`src/rtl/mc_ctrl_pkg.sv`:
```
// Purpose: shared constants, state encoding and opcode classification for the
//          multicycle MIPS control FSM.
// Contents: opcode constants, state_e, op_cls_e, alu_op / alu_src_b / pc_source
//           codes, op_class() helper.
package mc_ctrl_pkg;

    localparam int unsigned OPCODE_W = 6;

    localparam logic [OPCODE_W-1:0] OP_RTYPE = 6'h00;
    localparam logic [OPCODE_W-1:0] OP_BEQ   = 6'h04;
    localparam logic [OPCODE_W-1:0] OP_ADDI  = 6'h08;
    localparam logic [OPCODE_W-1:0] OP_ANDI  = 6'h0C;
    localparam logic [OPCODE_W-1:0] OP_ORI   = 6'h0D;
    localparam logic [OPCODE_W-1:0] OP_LH    = 6'h21;
    localparam logic [OPCODE_W-1:0] OP_LW    = 6'h23;
    localparam logic [OPCODE_W-1:0] OP_LHU   = 6'h25;
    localparam logic [OPCODE_W-1:0] OP_SW    = 6'h2B;

    typedef enum logic [3:0] {
        ST_RESET,
        ST_FETCH,
        ST_DECODE,
        ST_MEMADDR,
        ST_MEMRD,
        ST_MEMWB,
        ST_MEMWR,
        ST_REXEC,
        ST_RWB,
        ST_IEXEC,
        ST_IWB,
        ST_BRANCH,
        ST_FAULT
    } state_e;

    // Instruction class latched in DECODE; later states never see the live opcode.
    typedef enum logic [2:0] {
        CLS_OTHER,
        CLS_LW,
        CLS_LH,
        CLS_LHU,
        CLS_SW,
        CLS_ADDI,
        CLS_ANDI,
        CLS_ORI
    } op_cls_e;

    localparam logic [2:0] ALU_ADD   = 3'd0;
    localparam logic [2:0] ALU_SUB   = 3'd1;
    localparam logic [2:0] ALU_FUNCT = 3'd2;
    localparam logic [2:0] ALU_ADDI  = 3'd3;
    localparam logic [2:0] ALU_AND   = 3'd4;
    localparam logic [2:0] ALU_OR    = 3'd5;

    localparam logic [1:0] SRCB_B      = 2'd0;
    localparam logic [1:0] SRCB_FOUR   = 2'd1;
    localparam logic [1:0] SRCB_IMM    = 2'd2;
    localparam logic [1:0] SRCB_IMM_SH = 2'd3;

    localparam logic [1:0] PCSRC_ALU    = 2'd0;
    localparam logic [1:0] PCSRC_ALUOUT = 2'd1;

    function automatic op_cls_e op_class(input logic [OPCODE_W-1:0] op);
        op_cls_e cls;
        cls = CLS_OTHER;
        case (op)
            OP_LW:   cls = CLS_LW;
            OP_LH:   cls = CLS_LH;
            OP_LHU:  cls = CLS_LHU;
            OP_SW:   cls = CLS_SW;
            OP_ADDI: cls = CLS_ADDI;
            OP_ANDI: cls = CLS_ANDI;
            OP_ORI:  cls = CLS_ORI;
            default: cls = CLS_OTHER;
        endcase
        return cls;
    endfunction

endpackage

```
`src/rtl/mem_wait_timer.sv`:
```
// Purpose: counts consecutive stalled cycles of a memory access and flags when
//          the stall reaches MEM_TIMEOUT (0 disables the check).
// Ports: clk, rst_n (sync, active-low), in_mem_state (FSM is in a memory state),
//        mem_ready (access completes this cycle), expired (combinational: this
//        stalled cycle is the MEM_TIMEOUT-th one).
module mem_wait_timer #(
    parameter int unsigned MEM_TIMEOUT = 15
) (
    input  logic clk,
    input  logic rst_n,
    input  logic in_mem_state,
    input  logic mem_ready,
    output logic expired
);

    // Counter holds the number of stalled cycles already seen, so it only has
    // to reach MEM_TIMEOUT-1 before the FSM leaves the memory state.
    localparam int unsigned CNT_W = (MEM_TIMEOUT > 2) ? $clog2(MEM_TIMEOUT) : 1;
    localparam int unsigned LIMIT = (MEM_TIMEOUT == 0) ? 0 : MEM_TIMEOUT - 1;

    logic [CNT_W-1:0] r_cnt;
    logic             w_stall;

    assign w_stall = in_mem_state && !mem_ready;

    // Any cycle that is not a stall (completion, or outside a memory state) clears.
    always_ff @(posedge clk) begin
        if (!rst_n) begin
            r_cnt <= '0;
        end else if (w_stall) begin
            r_cnt <= r_cnt + CNT_W'(1);
        end else begin
            r_cnt <= '0;
        end
    end

    // mem_ready in the limit cycle wins because w_stall is then low.
    assign expired = (MEM_TIMEOUT != 0) && w_stall && (r_cnt == CNT_W'(LIMIT));

endmodule

```
`src/rtl/multicycle_control.sv`:
```
// Purpose: multicycle control FSM for the shared-memory MIPS datapath; drives
//          every datapath mux/enable from the IR opcode with a mem_ready
//          handshake and a bounded memory wait.
// Ports: clk, rst_n (sync, active-low), opcode (IR[31:26], used in DECODE),
//        mem_ready; datapath controls pc_write, pc_write_cond, ior_d, ir_write,
//        mem_read, mem_write, mem_to_reg, reg_dst, reg_write, alu_src_a,
//        alu_src_b, pc_source, alu_op, load_half, load_half_unsigned; retire
//        pulse; sticky fault flags illegal_op, mem_timeout.
module multicycle_control
    import mc_ctrl_pkg::*;
#(
    parameter int unsigned ALUOP_W     = 3,
    parameter int unsigned MEM_TIMEOUT = 15
) (
    input  logic               clk,
    input  logic               rst_n,
    input  logic [5:0]         opcode,
    input  logic               mem_ready,
    output logic               pc_write,
    output logic               pc_write_cond,
    output logic               ior_d,
    output logic               ir_write,
    output logic               mem_read,
    output logic               mem_write,
    output logic               mem_to_reg,
    output logic               reg_dst,
    output logic               reg_write,
    output logic               alu_src_a,
    output logic [1:0]         alu_src_b,
    output logic [1:0]         pc_source,
    output logic [ALUOP_W-1:0] alu_op,
    output logic               load_half,
    output logic               load_half_unsigned,
    output logic               retire,
    output logic               illegal_op,
    output logic               mem_timeout
);

    state_e  r_state;
    state_e  w_next;
    op_cls_e r_cls;
    logic    r_illegal;
    logic    r_timeout;
    logic    w_in_mem;
    logic    w_expired;
    logic    w_set_illegal;

    assign w_in_mem = (r_state == ST_FETCH) || (r_state == ST_MEMRD) || (r_state == ST_MEMWR);

    mem_wait_timer #(
        .MEM_TIMEOUT (MEM_TIMEOUT)
    ) u_timer (
        .clk          (clk),
        .rst_n        (rst_n),
        .in_mem_state (w_in_mem),
        .mem_ready    (mem_ready),
        .expired      (w_expired)
    );

    // State, latched opcode class and sticky fault flags.
    always_ff @(posedge clk) begin
        if (!rst_n) begin
            r_state   <= ST_RESET;
            r_cls     <= CLS_OTHER;
            r_illegal <= 1'b0;
            r_timeout <= 1'b0;
        end else begin
            r_state <= w_next;
            if (r_state == ST_DECODE) begin
                r_cls <= op_class(opcode);
            end
            if (w_set_illegal) begin
                r_illegal <= 1'b1;
            end
            if (w_expired) begin
                r_timeout <= 1'b1;
            end
        end
    end

    assign illegal_op  = r_illegal;
    assign mem_timeout = r_timeout;

    // Next state and Moore outputs; pc_write/ir_write/MEMWR retire are Mealy on mem_ready.
    always_comb begin
        w_next             = r_state;
        w_set_illegal      = 1'b0;
        pc_write           = 1'b0;
        pc_write_cond      = 1'b0;
        ior_d              = 1'b0;
        ir_write           = 1'b0;
        mem_read           = 1'b0;
        mem_write          = 1'b0;
        mem_to_reg         = 1'b0;
        reg_dst            = 1'b0;
        reg_write          = 1'b0;
        alu_src_a          = 1'b0;
        alu_src_b          = SRCB_B;
        pc_source          = PCSRC_ALU;
        alu_op             = ALUOP_W'(ALU_ADD);
        load_half          = 1'b0;
        load_half_unsigned = 1'b0;
        retire             = 1'b0;

        case (r_state)
            ST_RESET: begin
                w_next = ST_FETCH;
            end
            ST_FETCH: begin
                mem_read  = 1'b1;
                alu_src_b = SRCB_FOUR;
                if (mem_ready) begin
                    ir_write = 1'b1;
                    pc_write = 1'b1;
                    w_next   = ST_DECODE;
                end else if (w_expired) begin
                    w_next = ST_FAULT;
                end
            end
            ST_DECODE: begin
                alu_src_b = SRCB_IMM_SH;
                case (opcode)
                    OP_RTYPE:                    w_next = ST_REXEC;
                    OP_LW, OP_LH, OP_LHU, OP_SW: w_next = ST_MEMADDR;
                    OP_ADDI, OP_ANDI, OP_ORI:    w_next = ST_IEXEC;
                    OP_BEQ:                      w_next = ST_BRANCH;
                    default: begin
                        w_next        = ST_FAULT;
                        w_set_illegal = 1'b1;
                    end
                endcase
            end
            ST_MEMADDR: begin
                alu_src_a = 1'b1;
                alu_src_b = SRCB_IMM;
                w_next    = (r_cls == CLS_SW) ? ST_MEMWR : ST_MEMRD;
            end
            ST_MEMRD: begin
                mem_read = 1'b1;
                ior_d    = 1'b1;
                if (mem_ready) begin
                    w_next = ST_MEMWB;
                end else if (w_expired) begin
                    w_next = ST_FAULT;
                end
            end
            ST_MEMWR: begin
                mem_write = 1'b1;
                ior_d     = 1'b1;
                if (mem_ready) begin
                    retire = 1'b1;
                    w_next = ST_FETCH;
                end else if (w_expired) begin
                    w_next = ST_FAULT;
                end
            end
            ST_MEMWB: begin
                reg_write          = 1'b1;
                mem_to_reg         = 1'b1;
                load_half          = (r_cls == CLS_LH);
                load_half_unsigned = (r_cls == CLS_LHU);
                retire             = 1'b1;
                w_next             = ST_FETCH;
            end
            ST_REXEC: begin
                alu_src_a = 1'b1;
                alu_src_b = SRCB_B;
                alu_op    = ALUOP_W'(ALU_FUNCT);
                w_next    = ST_RWB;
            end
            ST_RWB: begin
                reg_write = 1'b1;
                reg_dst   = 1'b1;
                retire    = 1'b1;
                w_next    = ST_FETCH;
            end
            ST_IEXEC: begin
                alu_src_a = 1'b1;
                alu_src_b = SRCB_IMM;
                case (r_cls)
                    CLS_ANDI: alu_op = ALUOP_W'(ALU_AND);
                    CLS_ORI:  alu_op = ALUOP_W'(ALU_OR);
                    default:  alu_op = ALUOP_W'(ALU_ADDI);
                endcase
                w_next = ST_IWB;
            end
            ST_IWB: begin
                reg_write = 1'b1;
                retire    = 1'b1;
                w_next    = ST_FETCH;
            end
            ST_BRANCH: begin
                alu_src_a     = 1'b1;
                alu_op        = ALUOP_W'(ALU_SUB);
                pc_write_cond = 1'b1;
                pc_source     = PCSRC_ALUOUT;
                retire        = 1'b1;
                w_next        = ST_FETCH;
            end
            ST_FAULT: begin
                w_next = ST_FAULT;
            end
            default: begin
                w_next = ST_RESET;
            end
        endcase
    end

endmodule

```
`config.mk`:
```
export PLATFORM = sky130hd
export DESIGN_NAME = multicycle_control
export DESIGN_NICKNAME = d
export VERILOG_FILES = /design/src/rtl/mc_ctrl_pkg.sv /design/src/rtl/mem_wait_timer.sv /design/src/rtl/multicycle_control.sv
export SDC_FILE = /design/constraint.sdc
export NUM_CORES = 1
export LEC_CHECK = 0
export BUFFER_PORTS_ARGS = -buffer_cell sky130_fd_sc_hd__buf_2
export CAP_MARGIN = 40
export CORE_ASPECT_RATIO = 0.8
export CORE_UTILIZATION = 35
export DETAILED_ROUTE_END_ITERATION = 8
export PLACE_DENSITY_LB_ADDON = 0.05
export SKIP_CTS_REPAIR_TIMING = 1
export SKIP_LAST_GASP = 1
export SYNTH_ARGS = -nofsm -noshare
export SYNTH_HDL_FRONTEND = slang
export SYNTH_SLANG_ARGS = --single-unit
```
`constraint.sdc`:
```
create_clock -name clk -period 2.93 [get_ports clk]
set_input_delay 0.4395 -clock clk [delete_from_list [all_inputs] [get_ports clk]]
set_output_delay 0.4395 -clock clk [all_outputs]
set_load 0.01 [all_outputs]
```
* After elaboration in Yosys (flattened, before gate mapping)
Index checks and enable logic that the tools add are counted.
** Word-level totals
- Bits in registers :: 13
- Input bits :: 9
- Output and inout port bits :: 22
- Word-level logic and storage cells :: 77
** Operators by class
- $add $sub $neg :: 1
- Equality and inequality tests :: 26
- Mux-type cells :: 27
- Reductions and logical operators :: 18
** Operators with widths (number)
- $pmux W4 S9 :: 1
- $eq A4 B4 Y1 const B :: 6
- $eq A6 B6 Y1 const B :: 4
- $pmux W3 S7 :: 1
- $eq A6 B4 Y1 const B :: 3
- $eq A4 B3 Y1 const B :: 4
- $mux W4 :: 4
- $pmux W4 S4 :: 1
- $mux W1 :: 15
- $reduce_or A4 Y1 :: 3
- $eq A3 B3 Y1 const B :: 3
- $pmux W3 S3 :: 1
- $reduce_or A9 Y1 :: 1
- $eq A4 B2 Y1 const B :: 2
- $eq A3 B2 Y1 const B :: 2
- $eq A6 B3 Y1 const B :: 1
- $logic_not A6 Y1 :: 1
- $pmux W2 S3 :: 1
- $pmux W3 S2 :: 1
- $reduce_or A2 Y1 :: 3
- $reduce_or A3 Y1 :: 2
- $reduce_or A5 Y1 :: 1
- $add A4 B1 Y4 const B :: 1
- $eq A4 B1 Y1 const B :: 1
- other kinds (7) :: 9

* Logic depth before layout (Yosys ltp)
- Depth after elaboration :: 8
- Mapped depth :: 6
- Depth with buffers taken out :: 6

* Modules after synthesis
Synthesis repeated with hierarchy kept, for this count alone.
** Unflattened totals
- Cell total of the unflattened synthesis :: 139
- Area, all modules :: 1083.5 µm²
** Modules (own cells, without submodules)
- multicycle_control :: instances 1, cells each 121, area each 894.6 µm², sequential area each 180.2 µm²
- mem_wait_timer :: instances 1, cells each 18, area each 188.9 µm², sequential area each 80.1 µm²

* Worst setup path before layout
Ideal clock, no wire load.
- Path kind :: register to output
- Start point :: register r_state[3]
- End point :: output load_half
- Data arrival time :: 1424 ps
- Required time :: 2491 ps
- Slack :: 1067 ps
- Stages on the path, launching flop included :: 5
- Path buffers :: 1
- Cell sequence :: dfxtp_1 clkbuf_1 nand2b_1 nor2_1 nor4bb_1
** On the way
- Word-level cells in the longest chain between the ends :: 2
** Ends and longest elaborated chain
- from (decl) :: RTL line multicycle_control.sv:39 : state_e r_state;
- from (signal assigned) :: RTL line multicycle_control.sv:68 : r_state <= w_next;
- $eq A4 B3 Y1 :: RTL line multicycle_control.sv:105 : case (r_state)
- $mux W1 :: RTL line multicycle_control.sv:105
- to (decl) :: RTL line multicycle_control.sv:32 : output logic load_half,
Every way passes these cells.

* Worst setup path in the final report
- Start point :: register r_state[2]
- End point :: output load_half
The elaborated chain is that of the path after synthesis.

==> results.md <==
- I/O pin count: 31
- Post-synthesis xor/xnor area fraction: 3.286%
- Clk buf depth: 2
- Unique masters post-synth: 50
- Yosys warnings: 0
- Mux cell area share after synthesis: 1.995%
- Setup slack after layout: 0.6640 ns
- Worst EP required: 2.49 ns
- CP max stage cell: dfxtp_1
- Post-Syn Area per Cell: 7.669 sq um
- Met3 wire len: 117 um
- WL/cell: 13.42 um
- Via density: 5.472
- Worst EP arrival: 1.83 ns
- WS Path Type: reg -> out
- Fin crit share: 77.34%
- Area growth syn-to-layout: 17.14%
- Critical path peak fanout: 17
- Minimum clock period: 2.266 ns
- Least-Margin Pin Slew: 0.6291 ns
- Most frequent cells in the layout: buf_2 (29), nor2_1 (13), dfxtp_1 (13)
- Tot Pwr: 0.0006073 W
- Largest net degree at the start of global routing: 22
- # Max-Cap Violations: 0
- CTS tree: done
- Post-Synth Adder-Cell Area: 2.347%
- Number of global-route vias before repair: 895
- Unrepaired setup endpoints after global routing: false
- CP Cell Sequence: nand2b_1 > nor2_1 > nor4bb_1 > buf_2
- DRT Pass-1 Iters: 4
- FP Rows: 17
- # setup viols final: 0
- Die Area: 0.003272 sq mm
- Syn Nets: 150
- Max Clk Rate: 441.3 MHz
- First DRT Iteration DRCs: 76
- Fin. max-slew vios: 0
- Largest family of logic cells by synthesized area: compound AO/OA/AOI/OAI gates
- Worst slack at placement: 0.9228 ns
- Synth area leaders: dfxtp_1 (24%), nor2_1 (4.6%), a21oi_1 (3.3%), nand2_1 (3.2%), buf_2 (2.8%)
- HP Class: reg -> reg
- Yosys reg bits: 13
- FFs w/ async S/R, synth: 0%
- Synth Flop Type: dfxtp_1
- CTS Sinks: 13
- VDD IR max: 0.3270 mV
- DRC: 0
- Worst-Skew Late Latency: 0.24 ns
- Endpoint class of the critical path: output pin
- Setup TNS: 0 ns
- Final Hold Violating Endpoints: 0
- Layout Cells excl Fill: 199
- Post-synthesis sequential area ratio: 24.41%
- EDFF count, synth: 0
- IO buf count: 29
- DR WL met2: 1127 um
- Chip Height: 51.36 um
- Starting Density: 37.68%
- Status: finished, final reports clean
- Fin Clk Skew: 0.0003638 ns
- Startpoint Class: flip-flop
- Hpwl dp: 1959 um
- Tot GR Track Use: 17.46%
- Routability cong.: 0.9145
- Ant. Diodes: 0
- Total Nets Final: 173
- Syn Inst Count: 139
- Pwr per Cell Area: 486.3 mW/mm^2
- Final antenna-violating net count: 0
- Area leader, netlist: dfxtp_1
- WL final: 2670 um
- Met1 WL: 1397 um
- Share of cells above drive strength 1: 24.22%
- Max incr delay on CP: 0.66 ns
- Max-slew headroom: 58.00%
- Initial antenna violation count: 0
- Clock Tree Root: clkbuf_8
- TritonCTS Buffers: 3
- Synth Area in Compound Gates: 30.05%
- Post-placement cell count: 195
- P_leak: 0.5393 nW
- Chip width: 63.70 um
- Leading cell type in the layout, fill and taps excluded: buf_2
- Top Metal Used: met4
- Worst hold slack: 0.4505 ns
- Fill count: 302
- Core area: 0.002829 sq mm
- Total number of vias: 1089
- # H-tree levels: 1
- Mapped cell area: 0.001066 sq mm
- First-pass GRT wire length: 4353 um
- GRT overflow: 0
- Yosys top cell area share: 24.41%
- Simple-gate share of the synthesized area: 28.76%
- Clock-pin slew on the worst setup and hold paths: 0.06 ns
## cell families after synthesis
family	count (synthesis)
buffers and inverters	20
AND/OR/NAND/NOR	54
XOR/XNOR	4
adder cells (fa/ha/maj)	2
AO/OA/AOI/OAI	43
multiplexers	2
flip-flops	13
other	1
## cell usage after synthesis (all sizes together) (3+ instances only)
cell type and number:
a21boi 5, a21oi 7, a22oi 3, a31oi 3, and3 3, buf 10, dfxtp 13, inv 8
nand2 9, nand2b 3, nand3 5, nor2 13, nor2b 4, nor3 5, o211ai 3, o21ai 4
o22ai 3, xnor2 3
## through the flow
stage,area [sq um],utilization [%]
final,1249,44.14
after CTS,1249,44.14
after global routing,1249,44.14
after detailed placement,1202,42.50
after global placement,1202,42.50
after floorplan,1066,-
## state kept, by name, indices dropped and copies added (netlist names)
register,cells
r_state,4
mem_timeout,1
u_timer.r_cnt,4
illegal_op,1
r_cls,3
## layer usage
layer,track usage (%),up-vias
met4,6.818,0
li1,-,558
met5,0,-
met1,23.56,506
met2,26.06,23
met3,4.911,2
## critical path: cells and delay by family (launching register included)
family	cells	cell delay (ns)
AND/OR/NAND/NOR	3	0.75
flip-flops	1	0.66
buffers and inverters	1	0.17
## path summary, 6_finish.rpt
kind	from	depth (start not counted)	to	slack, ns
setup / recovery	r_state[2]	4	load_half	0.66
hold / removal	illegal_op	2	illegal_op	0.45
setup reg to reg	r_state[1]	2	r_cls[0]	1.07
hold reg to reg	illegal_op	2	illegal_op	0.45
## power by group
part	internal (W)	switching (W)
sequential	0.000190	0.0000343
clock	0.0000940	0.0000673
combinational	0.0000927	0.000129
total	0.000377	0.000230
## cell type report
| cell class | instances | area, sq um | share of cell area, % |
|---|---|---|---|
| Tap cell | 38 | 47.55 | 3.808 |
| Timing Repair Buffer | 30 | 152.6 | 12.22 |
| Multi-Input combinational cell | 106 | 711.9 | 57.01 |
| Sequential cell | 13 | 260.3 | 20.84 |
| Clock inverter | 1 | 5.005 | 0.4008 |
| Clock buffer | 3 | 41.29 | 3.307 |
| Inverter | 8 | 30.03 | 2.405 |
Power figures use the tool's default switching activity.
